$ cat src/rtl/updown_seq_ctrl_if.sv
// Command/status bundle between the host logic, the up/down sequencer and
// the 4-bit counter datapath.
//   slave  : the sequencer (updown_seq_ctrl) side
//   master : the host + counter side
// Signals: cmd_valid/cmd_ready/cmd_op/cmd_arg command handshake, wrap_en and
// abort controls, cnt_value feedback, cnt_load/cnt_load_val/cnt_en/cnt_dir
// counter strobes, busy/done/sat/aborted/steps_left status.
interface updown_seq_ctrl_if #(
    parameter int WIDTH  = 4,
    parameter int STEP_W = 8
);
    logic              cmd_valid;
    logic              cmd_ready;
    logic [1:0]        cmd_op;
    logic [STEP_W-1:0] cmd_arg;
    logic              wrap_en;
    logic              abort;
    logic [WIDTH-1:0]  cnt_value;
    logic              cnt_load;
    logic [WIDTH-1:0]  cnt_load_val;
    logic              cnt_en;
    logic              cnt_dir;
    logic              busy;
    logic              done;
    logic              sat;
    logic              aborted;
    logic [STEP_W-1:0] steps_left;

    modport slave (
        input  cmd_valid, cmd_op, cmd_arg, wrap_en, abort, cnt_value,
        output cmd_ready, cnt_load, cnt_load_val, cnt_en, cnt_dir,
               busy, done, sat, aborted, steps_left
    );

    modport master (
        output cmd_valid, cmd_op, cmd_arg, wrap_en, abort, cnt_value,
        input  cmd_ready, cnt_load, cnt_load_val, cnt_en, cnt_dir,
               busy, done, sat, aborted, steps_left
    );
endinterface

$ cat src/rtl/updown_seq_ctrl.sv
// Command sequencer for the up/down counter datapath. Accepts LOAD / UP /
// DOWN / NOP commands over a valid/ready handshake, strobes the counter and
// runs N-step sequences with optional saturation at the range limits.
// Ports:
//   clk   : rising-edge clock
//   reset : asynchronous, active-high
//   bus   : updown_seq_ctrl_if.slave (command, counter strobes, status)
//
// state | meaning
// ------+-----------------------------------------------------------
// IDLE  | waiting for a command, cmd_ready = 1
// LOAD  | one-cycle load strobe to the counter
// RUN   | one count step per cycle until N steps, a limit or abort
// DONE  | one-cycle done pulse, then back to IDLE
module updown_seq_ctrl #(
    parameter int WIDTH  = 4,
    parameter int STEP_W = 8
) (
    input logic            clk,
    input logic            reset,
    updown_seq_ctrl_if.slave bus
);
    typedef enum logic [1:0] {IDLE, LOAD, RUN, DONE} state_t;

    localparam logic [1:0] OP_LOAD = 2'b00;
    localparam logic [1:0] OP_UP   = 2'b01;
    localparam logic [1:0] OP_DOWN = 2'b10;

    state_t            state, state_nx;
    logic              dir_q;
    logic [WIDTH-1:0]  load_val_q;
    logic [STEP_W-1:0] steps_q;
    logic              sat_q;
    logic              aborted_q;

    logic accept;
    logic at_lim;
    logic sat_hit;
    logic en;

    assign accept  = bus.cmd_valid && (state == IDLE);
    assign at_lim  = dir_q ? (bus.cnt_value == '1) : (bus.cnt_value == '0);
    assign sat_hit = at_lim && !bus.wrap_en;
    assign en      = (state == RUN) && !bus.abort && !sat_hit;

    always_ff @(posedge clk or posedge reset) begin
        if (reset) begin
            state      <= IDLE;
            dir_q      <= 1'b0;
            load_val_q <= '0;
            steps_q    <= '0;
            sat_q      <= 1'b0;
            aborted_q  <= 1'b0;
        end else begin
            state <= state_nx;
            if (accept) begin
                sat_q     <= 1'b0;
                aborted_q <= 1'b0;
                dir_q     <= (bus.cmd_op == OP_UP);
                steps_q   <= bus.cmd_arg;
                // Only a LOAD changes the load value; it is held otherwise.
                if (bus.cmd_op == OP_LOAD)
                    load_val_q <= bus.cmd_arg[WIDTH-1:0];
            end
            if ((state == LOAD || state == RUN) && bus.abort)
                aborted_q <= 1'b1;
            if (state == RUN && !bus.abort && sat_hit)
                sat_q <= 1'b1;
            if (en)
                steps_q <= steps_q - STEP_W'(1);
        end
    end

    always_comb begin
        state_nx = state;
        case (state)
            IDLE: begin
                if (accept) begin
                    case (bus.cmd_op)
                        OP_LOAD: state_nx = LOAD;
                        OP_UP, OP_DOWN:
                            state_nx = (bus.cmd_arg != '0) ? RUN : DONE;
                        default: state_nx = DONE;
                    endcase
                end
            end
            LOAD: state_nx = DONE;
            RUN: begin
                // Abort outranks saturation and the final step.
                if (bus.abort || sat_hit || steps_q == STEP_W'(1))
                    state_nx = DONE;
            end
            DONE: state_nx = IDLE;
            default: state_nx = IDLE;
        endcase
    end

    always_comb begin
        bus.cmd_ready    = (state == IDLE);
        bus.busy         = (state != IDLE);
        bus.done         = (state == DONE);
        bus.cnt_load     = (state == LOAD) && !bus.abort;
        bus.cnt_load_val = load_val_q;
        bus.cnt_en       = en;
        bus.cnt_dir      = dir_q;
        bus.sat          = sat_q;
        bus.aborted      = aborted_q;
        bus.steps_left   = steps_q;
    end
endmodule

$ cat src/flat_wrapper.sv
// flat-port wrapper written by rule: the top's interface ports become plain ports
module updown_seq_ctrl_flat 
#(
    parameter int WIDTH  = 4,
    parameter int STEP_W = 8
)
  (clk, reset, bus_cmd_valid, bus_cmd_op, bus_cmd_arg, bus_wrap_en, bus_abort, bus_cnt_value, bus_cmd_ready, bus_cnt_load, bus_cnt_load_val, bus_cnt_en, bus_cnt_dir, bus_busy, bus_done, bus_sat, bus_aborted, bus_steps_left);
  updown_seq_ctrl_if #(.WIDTH(WIDTH), .STEP_W(STEP_W)) bus_i ();
  input logic clk;
  input logic reset;
  input wire logic [$bits(bus_i.cmd_valid)-1:0] bus_cmd_valid;
  input wire logic [$bits(bus_i.cmd_op)-1:0] bus_cmd_op;
  input wire logic [$bits(bus_i.cmd_arg)-1:0] bus_cmd_arg;
  input wire logic [$bits(bus_i.wrap_en)-1:0] bus_wrap_en;
  input wire logic [$bits(bus_i.abort)-1:0] bus_abort;
  input wire logic [$bits(bus_i.cnt_value)-1:0] bus_cnt_value;
  output wire logic [$bits(bus_i.cmd_ready)-1:0] bus_cmd_ready;
  output wire logic [$bits(bus_i.cnt_load)-1:0] bus_cnt_load;
  output wire logic [$bits(bus_i.cnt_load_val)-1:0] bus_cnt_load_val;
  output wire logic [$bits(bus_i.cnt_en)-1:0] bus_cnt_en;
  output wire logic [$bits(bus_i.cnt_dir)-1:0] bus_cnt_dir;
  output wire logic [$bits(bus_i.busy)-1:0] bus_busy;
  output wire logic [$bits(bus_i.done)-1:0] bus_done;
  output wire logic [$bits(bus_i.sat)-1:0] bus_sat;
  output wire logic [$bits(bus_i.aborted)-1:0] bus_aborted;
  output wire logic [$bits(bus_i.steps_left)-1:0] bus_steps_left;
  assign bus_i.cmd_valid = bus_cmd_valid;
  assign bus_i.cmd_op = bus_cmd_op;
  assign bus_i.cmd_arg = bus_cmd_arg;
  assign bus_i.wrap_en = bus_wrap_en;
  assign bus_i.abort = bus_abort;
  assign bus_i.cnt_value = bus_cnt_value;
  assign bus_cmd_ready = bus_i.cmd_ready;
  assign bus_cnt_load = bus_i.cnt_load;
  assign bus_cnt_load_val = bus_i.cnt_load_val;
  assign bus_cnt_en = bus_i.cnt_en;
  assign bus_cnt_dir = bus_i.cnt_dir;
  assign bus_busy = bus_i.busy;
  assign bus_done = bus_i.done;
  assign bus_sat = bus_i.sat;
  assign bus_aborted = bus_i.aborted;
  assign bus_steps_left = bus_i.steps_left;
  updown_seq_ctrl #(.WIDTH(WIDTH), .STEP_W(STEP_W)) u_core (.clk(clk), .reset(reset), .bus(bus_i));
endmodule
$ cat config.mk
export PLATFORM = sky130hd
export DESIGN_NAME = updown_seq_ctrl_flat
export DESIGN_NICKNAME = d
export VERILOG_FILES = /design/src/rtl/updown_seq_ctrl_if.sv /design/src/rtl/updown_seq_ctrl.sv /design/src/flat_wrapper.sv
export SDC_FILE = /design/constraint.sdc
export NUM_CORES = 1
export LEC_CHECK = 0
export CORE_ASPECT_RATIO = 0.5
export CORE_MARGIN = 5
export CORE_UTILIZATION = 40
export DETAILED_ROUTE_END_ITERATION = 7
export PLACE_DENSITY = 0.79
export SLEW_MARGIN = 20
export SYNTH_ARGS = -nofsm -noshare
export SYNTH_HDL_FRONTEND = slang
export SYNTH_SLANG_ARGS = --single-unit
$ cat constraint.sdc
create_clock -name clk -period 3.6 [get_ports clk]
set_input_delay 0.72 -clock clk [delete_from_list [all_inputs] [get_ports clk]]
set_output_delay 0.72 -clock clk [all_outputs]
set_load 0.02 [all_outputs]
Word-level counts from Yosys, hierarchy flattened
Index checks and enable logic that the tools add are counted.

Add/sub/neg operators: 1. Equality and inequality tests: 9. Muxes and demuxes: 11. Reductions and logical operators: 24.

Operator list (number): $mux 8 (2); $eq 8x1->1 const B (1); $pmux 2 s4 (1); $reduce_bool 2->1 (4); $reduce_bool 8->1 (1); $sub 8x1->8 const B (1); $logic_and 1x1->1 (7); $eq 2x2->1 const B (3); $mux 1 (5); $eq 2x1->1 const B (2); $eq 4x4->1 const B (1); $logic_not 2->1 (2); $logic_not 4->1 (1); $mux 2 (2); $pmux 2 s2 (1); $reduce_and 2->1 (2); $logic_not 1->1 (3); $logic_or 1x1->1 (3); $ne 2x1->1 const B (1); $ne 2x2->1 const B (1); $reduce_or 2->1 (1).

Register bits after elaboration: 17. Input port bits: 19. Output and inout port bits: 20. Word-level logic and storage cells: 51.

Depth between registers and ports, before layout
Depth after elaboration: 7. Mapped depth: 9. Gate-level depth less buffers: 7.

Least setup slack after synthesis
No wires, ideal clock.

Path kind: input -> output. Start: input bus_cnt_value[2]. End: output bus_cnt_en. Arrival time: 1586 ps. Required time: 2880 ps. Path slack: 1294 ps. Stages: 5. Buffers on the path: 2. Cell sequence: and4_1 a221o_1 buf_6 inv_4 buf_4.

Word-level cells in the longest chain between the ends: 5. Elaborated cells between the ends (all ways): 6. Those cells by class: 1 x eq/ne; 1 x mux; 4 x reduce/logical.

RTL lines: from (decl) (RTL line flat_wrapper.sv:16) `input wire logic [$bits(bus_i.cnt_value)-1:0] bus_cnt_value;`; $eq 4x4->1 or $logic_not 4->1 (tied branches) (RTL line updown_seq_ctrl.sv:42) `assign at_lim = dir_q ? (bus.cnt_value == '1) : (bus.cnt_value == '0);`; $mux 1 (*) (RTL line updown_seq_ctrl.sv:42); $logic_and 1x1->1 (*) (RTL line updown_seq_ctrl.sv:43) `assign sat_hit = at_lim && !bus.wrap_en;`; $logic_not 1->1 (*) (RTL line updown_seq_ctrl.sv:44) `assign en = (state == RUN) && !bus.abort && !sat_hit;`; $logic_and 1x1->1 (*) (RTL line updown_seq_ctrl.sv:44); to (decl) (RTL line flat_wrapper.sv:20) `output wire logic [$bits(bus_i.cnt_en)-1:0] bus_cnt_en;`.

Mark *: on every way between the ends. The rest lies on a longest branch, timed or not.

Worst setup path in the final report
Same ends and word-level chain as after synthesis.

==> results.json <==
{
  "outcome": "finished, final reports clean",
  "diodes": 0,
  "period_minus_slack_ns": 3.218,
  "tns_ns": 0,
  "holdWs_ns": 0.5011,
  "grt_max_degree": 19,
  "worstSetupPathType": "input pin to output port",
  "grt_pass1_vias": 983,
  "cts.repair.resized": 0,
  "drive_above_1_share": 0.07006,
  "wire_per_inst_um": 13.87,
  "grt_pass1_wl_um": 4574,
  "ys_warn_count": 0,
  "ys_seq_elements": 17,
  "clock_sinks": 17,
  "crit_start": "bus_cnt_value[2]",
  "h-tree-depth": 1,
  "powerDensity_nw_per_um2": 794.0,
  "rows": 13,
  "track_usage": 0.1511,
  "drv_slew": 0,
  "core_area_um2": 2619,
  "finalSetupViolations": 0,
  "start_kind": "input pin",
  "pre_cts_slack_ns": 0.3858,
  "syn2layout_area_growth_pct": 40.64,
  "num-fill-cells": 239,
  "cp-end-kind": "output port",
  "finClkSkew_ns": 0.004930,
  "dp_hpwl_um": 2135,
  "clkTransAtPathRegs_ns": 0.06,
  "tritoncts": "built",
  "max_freq_ghz": 0.3107,
  "dieArea_um2": 3969,
  "ant_nets": 0,
  "min_to": "u_core.bus.sat$_DFFE_PP0P_",
  "antenna_found_initial": 0,
  "placedCellCount": 190,
  "fin_crit_sh": 0.8940,
  "cts_root_buf": "clkbuf_8",
  "post_cts_buffers": 0,
  "pin_count": 39,
  "synth_area_per_cell_um2": 9.263,
  "r2r-start": "u_core.state[0]$_DFFE_PP0P_",
  "nets": 187,
  "initial_utilization": 0.4209,
  "regArea_um2": 425.4,
  "vias": 1000,
  "vias_per_cell": 5.155,
  "slew_headroom": 0.4535,
  "p_leak_uw": 0.0006642,
  "cts_buffer_depth": 2,
  "wirelength_um": 2691,
  "synth_area_um2": 1102,
  "drtIter0Drc": 39,
  "final_area_um2": 1550,
  "rrSetupSlack_ns": 1.82,
  "io_buffers": 38,
  "min_path_cells": 2,
  "ff2ff_path_depth": 7,
  "finalHoldViolCount": 0,
  "crit-reg2reg-capture": "u_core.bus.steps_left[6]$_DFFE_PP0P_",
  "worst_slew_pin_slew_ns": 0.8123,
  "cap_violations": 0,
  "gp_congestion": 0.7380,
  "ys_seq_area_frac": 0.3859,
  "rsz0062_at_grt": "no",
  "yosysUniqueCellTypes": 33,
  "cp_data_required_time_ns": 2.88,
  "path_max_fanout": 11,
  "synth_nets": 148,
  "syn_inst": 119,
  "numCtsBuffers": 3,
  "cts_hold_buf": 0,
  "drc_errors": 0,
  "die-width_um": 84.24,
  "cp.arrival_ns": 2.50,
  "clkLatencyLatePin_ns": 0.26,
  "min_path_type": "flip-flop to flip-flop",
  "first_pass_iters": 4,
  "worst_slack_ns": 0.3818,
  "place_area_um2": 1504,
  "vdd_drop_max_v": 0.0003506,
  "hp-start": "u_core.bus.sat$_DFFE_PP0P_",
  "multi_input_area_um2": 608.1,
  "die_h_um": 47.12,
  "overflow": 0,
  "fin_cells": 194
}
worst max path at each step:
stage,to,slack (ns),cells after the start
final,bus_cnt_en,0.38,5
after global placement,bus_cnt_en,0.39,5
after detailed placement,bus_cnt_en,0.39,5
after global routing,bus_cnt_en,0.31,5
after CTS,bus_cnt_en,0.38,5
after floorplan,bus_cnt_en,1.29,5
synth_stat cells:
master	count	area share
nand4b_1	1	0.0079
ha_1	10	0.11
nand3_1	24	0.11
and4_1	1	0.0079
and3_1	1	0.0057
nand3b_1	1	0.0068
nor2b_1	4	0.023
buf_4	1	0.0068
nand2b_1	2	0.011
nor4_1	4	0.023
o21ai_0	3	0.014
clkbuf_1	1	0.0034
mux2_1	2	0.020
inv_1	8	0.027
a22o_1	1	0.0079
buf_2	2	0.0091
dfrtp_1	17	0.39
a221o_1	1	0.0091
nand2_1	9	0.031
mux2_2	4	0.041
o211ai_1	1	0.0068
a21oi_1	2	0.0091
o31a_1	1	0.0079
a2bb2oi_4	1	0.024
or3_1	2	0.011
a31oi_1	1	0.0057
buf_6	1	0.010
nand4_1	4	0.023
and2_1	1	0.0057
inv_4	1	0.0057
nor2_1	5	0.017
nor3_1	1	0.0045
a22oi_1	1	0.0068
cell families after synthesis:
| group | after synthesis | share of synthesized area |
|---|---|---|
| simple gates | 60 | 0.2860 |
| flops | 17 | 0.3859 |
| buf+inv | 14 | 0.06243 |
| compound gates | 12 | 0.09082 |
| fa+ha+maj | 10 | 0.1135 |
| mux | 6 | 0.06129 |
layer usage:
metal / vias to the layer above / track usage / wire (um)
li1: 500 / - / -
met1: 462 / 0.1800 / 1133
met2: 34 / 0.2586 / 1294
met3: 4 / 0.05254 / 217
met4: 0 / 0.06731 / 46
met5: - / 0 / 0
state kept, by name (all words and copies together), names as in the netlist:
register,flops
u_core.bus.steps_left,8
u_core.bus.cnt_dir,1
u_core.bus.cnt_load_val,4
u_core.state,2
u_core.bus.aborted,1
u_core.bus.sat,1
worst max-delay path: stages:
cell	delay (ns)
clkdlybuf4s50_1	0.41
and4_1	0.22
a221o_1	0.38
inv_4	0.14
clkdlybuf4s50_1	0.62
stage by stage:
step,utilization,total power [uW]
after detailed placement,0.5743,1098
after floorplan,-,805.9
final,0.5920,1231
after CTS,0.5920,1249
after global placement,0.5743,1072
after global routing,0.5920,1336
cell usage in the layout (no fill, tap or decap), drive strengths merged:
cell type	instances
buf	1
a21oi	2
or3	2
nand4	4
and2	1
nand4b	1
nand2b	2
inv	9
and3	1
a221o	1
nor2	5
nor2b	4
and4	1
dfrtp	17
clkbuf	3
nand2	9
o31a	1
a22o	1
nand3	24
clkdlybuf4s50	38
a22oi	1
nor4	4
a31oi	1
nor3	1
clkinv	1
mux2	6
ha	10
nand3b	1
o211ai	1
o21ai	3
a2bb2oi	1
report_power, final:
group | total, uW | leakage, uW | switching (uW) | internal (uW)
clock | 144 | 0.0000255 | 66.6 | 77.0
sequential | 371 | 0.000209 | 91.5 | 280
combinational | 716 | 0.000429 | 371 | 345
area by class of cell:
type	count	area share
sequential	17	0.2744
multi-input combinational	88	0.3923
clock inverter	1	0.003228
inverter	9	0.02341
tap	37	0.02986
timing repair buffer	39	0.2502
clock buffer	3	0.02663
(Power assumes the default switching activity.)
